[src/rtl/seven_seg_scan_decoder.sv]
// seven_seg_scan_decoder: rebuilds four scanned 7-segment glyphs into frame codes.
// Filters ghosting with a settle counter, flags bad anode patterns and stale scans.
// Optional: define SCAN_ORDER_CHECK_EN to enforce capture order 0->1->2->3->0.
module seven_seg_scan_decoder #(
  parameter int unsigned SETTLE_CYCLES  = 4,
  parameter int unsigned TIMEOUT_CYCLES = 40000,
  parameter int unsigned CNT_W          = 16
) (
  input  logic        origin_clk,
  input  logic        rst_n,
  input  logic [3:0]  an,
  input  logic [7:0]  seg,
  output logic [19:0] frame_code,
  output logic [3:0]  frame_dp,
  output logic        frame_valid,
  output logic        an_err,
  output logic        stale,
  output logic        order_err
);

  localparam int unsigned SMP_W  = 12;
  localparam int unsigned STAB_W = $clog2(SETTLE_CYCLES + 1);
  localparam logic [STAB_W-1:0] SETTLE_V  = STAB_W'(SETTLE_CYCLES);
  localparam logic [STAB_W-1:0] SETTLE_M1 = STAB_W'(SETTLE_CYCLES - 1);
  localparam logic [CNT_W-1:0]  TIMEOUT_V = CNT_W'(TIMEOUT_CYCLES);

  logic [SMP_W-1:0]  smp_q;
  logic [STAB_W-1:0] stab_q, stab_d;
  logic [3:0]        mask_q, mask_d;
  logic [19:0]       shadow_q, shadow_d;
  logic [3:0]        dp_sh_q, dp_sh_d;
  logic [19:0]       frame_code_q, frame_code_d;
  logic [3:0]        frame_dp_q, frame_dp_d;
  logic              frame_valid_q, frame_valid_d;
  logic              an_err_q, an_err_d;
  logic [CNT_W-1:0]  to_cnt_q, to_cnt_d;
  logic              stale_q, stale_d;

  logic [SMP_W-1:0]  in_c;
  logic              settle_c;
  logic              one_low_c;
  logic              blank_c;
  logic [1:0]        idx_c;
  logic              capture_c;
  logic [4:0]        code_c;
  logic [3:0]        onehot_c;
  logic [3:0]        mask_new_c;

`ifdef SCAN_ORDER_CHECK_EN
  logic [1:0]        last_q, last_d;
  logic              order_err_q, order_err_d;
`endif

  // Map the active-low segment pattern (dp excluded) to a 5-bit glyph code.
  function automatic logic [4:0] decode_glyph(input logic [6:0] g);
    logic [4:0] c;
    case (g)
      7'b1000000: c = 5'h00;
      7'b1111001: c = 5'h01;
      7'b0100100: c = 5'h02;
      7'b0110000: c = 5'h03;
      7'b0011001: c = 5'h04;
      7'b0010010: c = 5'h05;
      7'b0000010: c = 5'h06;
      7'b1111000: c = 5'h07;
      7'b0000000: c = 5'h08;
      7'b0010000: c = 5'h09;
      7'b0001000: c = 5'h0A;
      7'b0000011: c = 5'h0B;
      7'b1000110: c = 5'h0C;
      7'b0100001: c = 5'h0D;
      7'b0000110: c = 5'h0E;
      7'b0001110: c = 5'h0F;
      7'b1011100: c = 5'h10;
      7'b1100011: c = 5'h11;
      default:    c = 5'h1F;
    endcase
    return c;
  endfunction

  assign in_c = {an, seg};

  // Settle counter: one event when the sample has been identical SETTLE_CYCLES times.
  always_comb begin
    stab_d   = stab_q;
    settle_c = 1'b0;
    if (in_c != smp_q) begin
      stab_d = '0;
    end else if (stab_q != SETTLE_V) begin
      stab_d   = stab_q + STAB_W'(1);
      settle_c = (stab_q == SETTLE_M1);
    end
  end

  // Classify the anode pattern: single digit select, blank, or fault.
  always_comb begin
    one_low_c = 1'b1;
    idx_c     = 2'd0;
    blank_c   = (an == 4'b1111);
    case (an)
      4'b1110: idx_c = 2'd0;
      4'b1101: idx_c = 2'd1;
      4'b1011: idx_c = 2'd2;
      4'b0111: idx_c = 2'd3;
      default: one_low_c = 1'b0;
    endcase
  end

  assign capture_c = settle_c & one_low_c;
  assign code_c    = decode_glyph(seg[6:0]);
  assign onehot_c  = 4'(1) << idx_c;

  // Capture into the shadow, track the mask and publish complete frames.
  always_comb begin
    mask_d        = mask_q;
    shadow_d      = shadow_q;
    dp_sh_d       = dp_sh_q;
    frame_code_d  = frame_code_q;
    frame_dp_d    = frame_dp_q;
    frame_valid_d = 1'b0;
    an_err_d      = settle_c & ~one_low_c & ~blank_c;
    mask_new_c    = mask_q | onehot_c;
`ifdef SCAN_ORDER_CHECK_EN
    last_d        = last_q;
    order_err_d   = 1'b0;
`endif
    if (capture_c) begin
      for (int j = 0; j < 4; j++) begin
        if (idx_c == 2'(j)) begin
          shadow_d[5*j +: 5] = code_c;
          dp_sh_d[j]         = ~seg[7];
        end
      end
`ifdef SCAN_ORDER_CHECK_EN
      if ((idx_c != last_q) && (idx_c != (last_q + 2'd1))) begin
        order_err_d = 1'b1;
        mask_new_c  = onehot_c;
      end
      last_d = idx_c;
`endif
      if (mask_new_c == 4'b1111) begin
        frame_code_d  = shadow_d;
        frame_dp_d    = dp_sh_d;
        frame_valid_d = 1'b1;
        mask_d        = 4'b0000;
      end else begin
        mask_d = mask_new_c;
      end
    end
  end

  // Staleness timer: cleared by any capture, saturates at the timeout.
  always_comb begin
    to_cnt_d = to_cnt_q;
    if (capture_c) begin
      to_cnt_d = '0;
    end else if (to_cnt_q != TIMEOUT_V) begin
      to_cnt_d = to_cnt_q + CNT_W'(1);
    end
    stale_d = (to_cnt_d == TIMEOUT_V);
  end

  // State registers.
  always_ff @(posedge origin_clk or negedge rst_n) begin
    if (!rst_n) begin
      smp_q         <= '0;
      stab_q        <= '0;
      mask_q        <= '0;
      shadow_q      <= '0;
      dp_sh_q       <= '0;
      frame_code_q  <= 20'hFFFFF;
      frame_dp_q    <= '0;
      frame_valid_q <= 1'b0;
      an_err_q      <= 1'b0;
      to_cnt_q      <= '0;
      stale_q       <= 1'b0;
    end else begin
      smp_q         <= in_c;
      stab_q        <= stab_d;
      mask_q        <= mask_d;
      shadow_q      <= shadow_d;
      dp_sh_q       <= dp_sh_d;
      frame_code_q  <= frame_code_d;
      frame_dp_q    <= frame_dp_d;
      frame_valid_q <= frame_valid_d;
      an_err_q      <= an_err_d;
      to_cnt_q      <= to_cnt_d;
      stale_q       <= stale_d;
    end
  end

`ifdef SCAN_ORDER_CHECK_EN
  // Order tracker; reset so that digit 0 is the expected first capture.
  always_ff @(posedge origin_clk or negedge rst_n) begin
    if (!rst_n) begin
      last_q      <= 2'd3;
      order_err_q <= 1'b0;
    end else begin
      last_q      <= last_d;
      order_err_q <= order_err_d;
    end
  end

  assign order_err = order_err_q;
`else
  assign order_err = 1'b0;
`endif

  assign frame_code  = frame_code_q;
  assign frame_dp    = frame_dp_q;
  assign frame_valid = frame_valid_q;
  assign an_err      = an_err_q;
  assign stale       = stale_q;

endmodule

[config.mk]
export PLATFORM = sky130hd
export DESIGN_NAME = seven_seg_scan_decoder
export DESIGN_NICKNAME = d
export VERILOG_FILES = /design/src/rtl/seven_seg_scan_decoder.sv
export SDC_FILE = /design/constraint.sdc
export NUM_CORES = 1
export LEC_CHECK = 0
export CAP_MARGIN = 10
export CORE_MARGIN = 8
export CORE_UTILIZATION = 58
export DETAILED_ROUTE_END_ITERATION = 16
export GPL_TIMING_DRIVEN = 0
export MAX_ROUTING_LAYER = met4
export PLACE_DENSITY_LB_ADDON = 0.3
export SLEW_MARGIN = 20
export SYNTH_ARGS = -nofsm -noshare
export SYNTH_HDL_FRONTEND = slang
export SYNTH_SLANG_ARGS = --single-unit
[constraint.sdc]
create_clock -name origin_clk -period 2.5 [get_ports origin_clk]
set_clock_uncertainty 0.1 [all_clocks]
set_input_delay 0.75 -clock origin_clk [delete_from_list [all_inputs] [get_ports origin_clk]]
set_output_delay 0.75 -clock origin_clk [all_outputs]
set_load 0.005 [all_outputs]
==> flow_summary.json, run 1 <==
{
  "finalMaxSlewViolations": 0,
  "worstPathArrival_ps": 2710,
  "num_vias": 3982,
  "cp_max_fo": 6,
  "synth_top_area_frac": 0.361,
  "timing.fmax_mhz": 391,
  "hold_viol": 0,
  "total_power_mw": 2.74,
  "drv_cap": 0,
  "antenna_found_initial": 0,
  "initial_core_util": 0.596,
  "fillers": 435,
  "synth.most_common_cell": "dfrtp_1",
  "dp_slack_ps": -1230,
  "die_h_um": 105,
  "syn_inst": 456,
  "tns_ps": -258,
  "ys.flop_type": "dfrtp_1",
  "synth_cell_types": 67,
  "clock_latency_ps": 370,
  "worstSetupPathType": "in2reg",
  "rrSetupSlack_ps": 0,
  "io_pins": 42,
  "cp_top_family": "compound AO/OA/AOI/OAI gates",
  "synth_common_cells": "dfrtp_1, nand2_1, nor2_1",
  "fin_nets": 580,
  "seq_area_frac_synth": 0.476,
  "p_leak_nw": 2.64,
  "cts-root-buf": "clkbuf_8",
  "r2r-start": "stab_q[0]",
  "postRouteAntennaNets": 0,
  "initialDrtViolationCount": 284,
  "drive_gt1_frac": 0.360,
  "wl_mm": 12.9,
  "end_kind": "register",
  "reg2regPathDepth": 12,
  "cts_tree": "yes",
  "viasPerCell": 5.96,
  "clk_pin_slew_worst_paths_ps": 90,
  "dp_hpwl_mm": 7.70,
  "grt_pass1_wl_mm": 20.1,
  "ys_seq_elements": 86,
  "max-slew-margin-rel": 0.506,
  "io_buffers": 40,
  "violations": "setup timing",
  "h-tree-depth": 3,
  "critPathBufInv": 2,
  "area_growth_pct": 35.1,
  "period_minus_slack_ps": 2560,
  "wire_per_inst_um": 19.3,
  "dieArea_um2": 11000,
  "clockBufferDepth": 2,
  "synthesis.area_um2": 4580,
  "yosys_warnings": 0,
  "clock_sinks": 86,
  "dr.pass1.iters": 5,
  "avgSynthCellArea_um2": 10.0,
  "powerDensity_nw_per_um2": 444,
  "rsz0062_at_grt": "true",
  "cts-buffers-inserted": 9,
  "path_cells": "buf_8 > buf_4 > or4bb_1 > a211oi_2 > nor3_2 > a31oi_4 > nor2_4 > mux2_4",
  "crit_start": "seg[2]",
  "critPathLaunchType": "input pin",
  "gr-total-overflow": 0,
  "required_ps": 2650,
  "antennaDiodeCount": 0,
  "core_area_um2": 7690,
  "layout_setup_ws_ps": -58.3,
  "holdWs_ps": 257,
  "synth_edf_count": 0,
  "slowest_delay_ps": 490,
  "routabilityCongestion": 0.910,
  "r2r_end": "frame_code[12]",
  "peakVddDrop_uv": 297,
  "synth_top_area_cell": "dfrtp_1",
  "setup_viol_count_final": 6,
  "grt_start_max_net_pins": 47,
  "fin_crit_sh": 1.02,
  "crit_slowest_cell": "or4bb_1",
  "synth_top_cells_by_area": "dfrtp_1, dfstp_2, nand2_1",
  "rows": 32,
  "grt_util_all_layers": 0.229,
  "outcome": "complete, but fails checks",
  "drcViolationCount": 0,
  "min_path_type": "in2async",
  "fp.dieW_um": 105,
  "worst_pin_slew_ps": 735,
  "synthArstFlopShare": 1.00,
  "syn_nets": 475,
  "grt_pass1_vias": 4114
}
==> registers in the layout, summed over array words and instances, names as in the netlist <==
signal       count
shadow_q        20
to_cnt_q        16
stale            1
stab_q           3
smp_q           12
frame_code      20
dp_sh_q          4
an_err           1
mask_q           4
frame_dp         4
frame_valid      1
==> layout make-up <==
cell class                      count  area [um2]  area share
Timing Repair Buffer               97         868       0.140
Inverter                           12        45.0     0.00728
Tap cell                          102         128      0.0206
Clock buffer                       10         138      0.0223
Multi-Input combinational cell    329        2560       0.415
Clock inverter                      6        68.8      0.0111
Buffer                             26         194      0.0314
Sequential cell                    86        2180       0.352
==> what timing repair did <==
item                       in CTS  in global routing
gates resized for setup        95                 57
cloned                          3                  0
setup endpoints to repair      71                 63
setup buffers                  49                  4
pin swaps                      17                 13
hold buffers                    0                  0
==> worst max-delay path by stage <==
| stage | endpoint | slack [ps] | depth (start not counted) |
|---|---|---|---|
| 4_1_cts | frame_code[3] | -20 | 12 |
| 3_3_place_gp | shadow_q[10] | -2340 | 1 |
| 2_1_floorplan | shadow_q[1] | -200 | 7 |
| 3_5_place_dp | frame_code[12] | -1230 | 9 |
| 5_1_grt | frame_code[12] | -130 | 11 |
| 6_report | shadow_q[14] | -60 | 8 |
==> where the power goes <==
group | switching [mW] | internal, mW | leakage [nW]
clock network | 0.517 | 0.494 | 0.103
logic | 0.192 | 0.134 | 1.46
registers | 0.00635 | 1.40 | 1.08
total | 0.715 | 2.03 | 2.64
==> cell families (layout without fill, tap and decap cells) <==
| group | Yosys count | count (layout) | synth area share |
|---|---|---|---|
| AND/OR/NAND/NOR | 183 | 183 | 0.226 |
| AO/OA/AOI/OAI | 89 | 89 | 0.128 |
| flip-flops | 86 | 86 | 0.476 |
| buffers and inverters | 41 | 151 | 0.0459 |
| XOR/XNOR | 31 | 31 | 0.0593 |
| multiplexers | 20 | 20 | 0.0506 |
| adder cells (fa/ha/maj) | 5 | 5 | 0.0137 |
| other | 1 | 1 | 0.000819 |
==> cells in the final DEF, fill, tap and decap left out, types with 5 or more instances in the layout <==
master            n
a21oi_1          17
and2_1            7
and3_1           11
buf_2             9
buf_4            59
buf_6            14
clkbuf_1          6
clkbuf_8         11
clkdlybuf4s50_1  27
dfrtp_1          66
dfstp_2          20
ha_1              5
inv_1            11
mux2_4            8
mux2i_1           7
nand2_1          37
nand2_2           6
nand2_4           7
nand3_1           9
nand3b_1          6
nor2_1           44
o21a_1            5
o21ai_0           8
o21ai_1          13
o21ai_2           7
or3_1             5
xnor2_1          12
xor2_1           12
xor2_2            7
==> layer usage <==
layer	track usage	wire, um	vias to the layer above
li1	-	-	1811
met1	0.272	5300	1968
met2	0.361	6490	166
met3	0.0491	773	37
met4	0.118	356	0
met5	-	0	-
==> worst reg2reg max path, delay by kind of cell (launching register included) <==
kind / cells / cell delay (ps)
AND/OR/NAND/NOR: 4 / 560
buffers and inverters: 5 / 760
adder cells (fa/ha/maj): 1 / 230
AO/OA/AOI/OAI: 2 / 370
flip-flops: 1 / 440
==> stage by stage <==
stage / area [um2] / util / std cells
after CTS: 5960 / 0.775 / 667
final: 6180 / 0.804 / 668
after global placement: 5180 / 0.674 / 598
after floorplan: 4650 / - / 456
after detailed placement: 5220 / 0.679 / 600
after global routing: 6180 / 0.804 / 668
Power figures use the tool's default switching activity.
==> run 2, diff against run 1 <==
--- a/config.mk
+++ b/config.mk
@@ -11,7 +11,7 @@
 export DETAILED_ROUTE_END_ITERATION = 16
 export GPL_TIMING_DRIVEN = 0
 export MAX_ROUTING_LAYER = met4
-export PLACE_DENSITY_LB_ADDON = 0.3
+export PLACE_DENSITY = 0.81
 export SLEW_MARGIN = 20
 export SYNTH_ARGS = -nofsm -noshare
 export SYNTH_HDL_FRONTEND = slang
==> flow_summary.json, run 2 (synthesis gave the netlist of run 1 again) <==
{
  "dp_hpwl_mm": 7.39,
  "drv_cap": 0,
  "final_common_cell": "dfrtp_1",
  "antennaDiodeCount": 0,
  "min_path_type": "in2async",
  "tns_ps": -3420,
  "fillers": 395,
  "fin_crit_sh": 1.07,
  "wl_mm": 13.7,
  "io_pins": 42,
  "initialDrtViolationCount": 401,
  "dieArea_um2": 11000,
  "critPathLaunchType": "input pin",
  "num_vias": 4153,
  "rows": 32,
  "worstSetupPathType": "in2reg",
  "layout_setup_ws_ps": -173,
  "clockBufferDepth": 2,
  "worstPathArrival_ps": 2860,
  "wire_per_inst_um": 20.5,
  "fin_nets": 579,
  "grt_util_all_layers": 0.220,
  "peakVddDrop_uv": 477,
  "period_minus_slack_ps": 2670,
  "final_cell_mix": "dfrtp_1, buf_4, nor2_1, nand2_1, clkdlybuf4s50_1",
  "finalMaxSlewViolations": 0,
  "rsz0062_at_grt": "true",
  "worst_pin_slew_ps": 702,
  "clock_sinks": 86,
  "crit_slowest_cell": "or4_4",
  "grt_pass1_vias": 3966,
  "h-tree-depth": 3,
  "core_area_um2": 7690,
  "cp_max_fo": 6,
  "timing.fmax_mhz": 374,
  "cts-root-buf": "clkbuf_8",
  "clock_latency_ps": 370,
  "slowest_delay_ps": 610,
  "postRouteAntennaNets": 0,
  "initial_core_util": 0.596,
  "grt_start_max_net_pins": 57,
  "clk_pin_slew_worst_paths_ps": 110,
  "p_leak_nw": 2.71,
  "drive_gt1_frac": 0.373,
  "powerDensity_nw_per_um2": 455,
  "io_buffers": 40,
  "grt_pass1_wl_mm": 19.3,
  "hold_viol": 0,
  "dr.pass1.iters": 5,
  "antenna_found_initial": 0,
  "required_ps": 2680,
  "outcome": "complete, but fails checks",
  "max-slew-margin-rel": 0.530,
  "ctsHoldBuffers": 0,
  "cts_tree": "yes",
  "end_kind": "register",
  "die_h_um": 105,
  "dp_slack_ps": -1220,
  "path_cells": "buf_6 > buf_6 > xor2_4 > nor4_4 > nand4_1 > buf_4 > buf_8 > or4_4 > buf_8 > nand2_2 > o21ai_2",
  "post-place-cells": 599,
  "setup_viol_count_final": 50,
  "final_cells": 667,
  "fp.dieW_um": 105,
  "routabilityCongestion": 0.882,
  "viasPerCell": 6.23,
  "gr-total-overflow": 0,
  "drcViolationCount": 0,
  "area_growth_pct": 39.4,
  "cts-buffers-inserted": 9,
  "violations": "setup timing"
}
run 2: worst paths after layout:
path / startpoint / to / slack [ps] / cells after the start
worst max register to register: stab_q[0] / frame_dp[2] / -50 / 11
worst min register to register: frame_code[12] / frame_code[12] / 370 / 2
worst min-delay path: rst_n / to_cnt_q[8] / 200 / 1
worst max-delay path: an[3] / frame_dp[2] / -170 / 11
max in group asynchronous: rst_n / frame_code[15] / 1430 / 2
min in group origin_clk: frame_code[12] / frame_code[12] / 370 / 2
run 2: cell type report:
class	count	area [um2]	area share
clock inverter	7	110	0.0172
timing repair buffer	94	915	0.143
multi-input combinational	329	2620	0.410
clock buffer	9	124	0.0194
buffer	28	265	0.0416
sequential	86	2180	0.341
inverter	12	45.0	0.00706
tap	102	128	0.0200
run 2: repair_timing:
item | 4_1_cts | 5_1_grt
cloned | 1 | 2
endpoints found under the hold margin | 0 | 0
endpoints found under the setup margin | 71 | 65
resized for setup | 92 | 74
pin swaps | 15 | 22
buffers inserted | 36 | 16
run 2: where the power goes:
part	total (mW)	switching, mW	internal (mW)	leakage (nW)
combinational	0.339	0.204	0.135	1.52
sequential	1.41	0.00849	1.40	1.08
clock	1.16	0.570	0.587	0.116
total	2.91	0.782	2.12	2.71
run 2: layer usage:
layer | track usage | vias up | share of wire
li1 | - | 1812 | -
met1 | 0.274 | 2085 | 0.41
met2 | 0.352 | 212 | 0.49
met3 | 0.0375 | 44 | 0.066
met4 | 0.0795 | 0 | 0.031
met5 | - | - | 0
run 2: per-stage QoR:
step | power, mW | hold WS, ps | instance area [um2] | util
after detailed placement | 1.66 | 349 | 5210 | 0.678
after global routing | 2.98 | 232 | 6380 | 0.830
final | 2.91 | 200 | 6380 | 0.830
after floorplan | 1.56 | 344 | 4650 | -
after global placement | 1.65 | 344 | 5180 | 0.674
after CTS | 2.84 | 215 | 5910 | 0.769
run 2: worst max-delay path: cells and delay by family:
kind                   cells  cell delay (ps)
buffers and inverters      5              710
AO/OA/AOI/OAI              1               50
XOR/XNOR                   1              170
AND/OR/NAND/NOR            4             1170
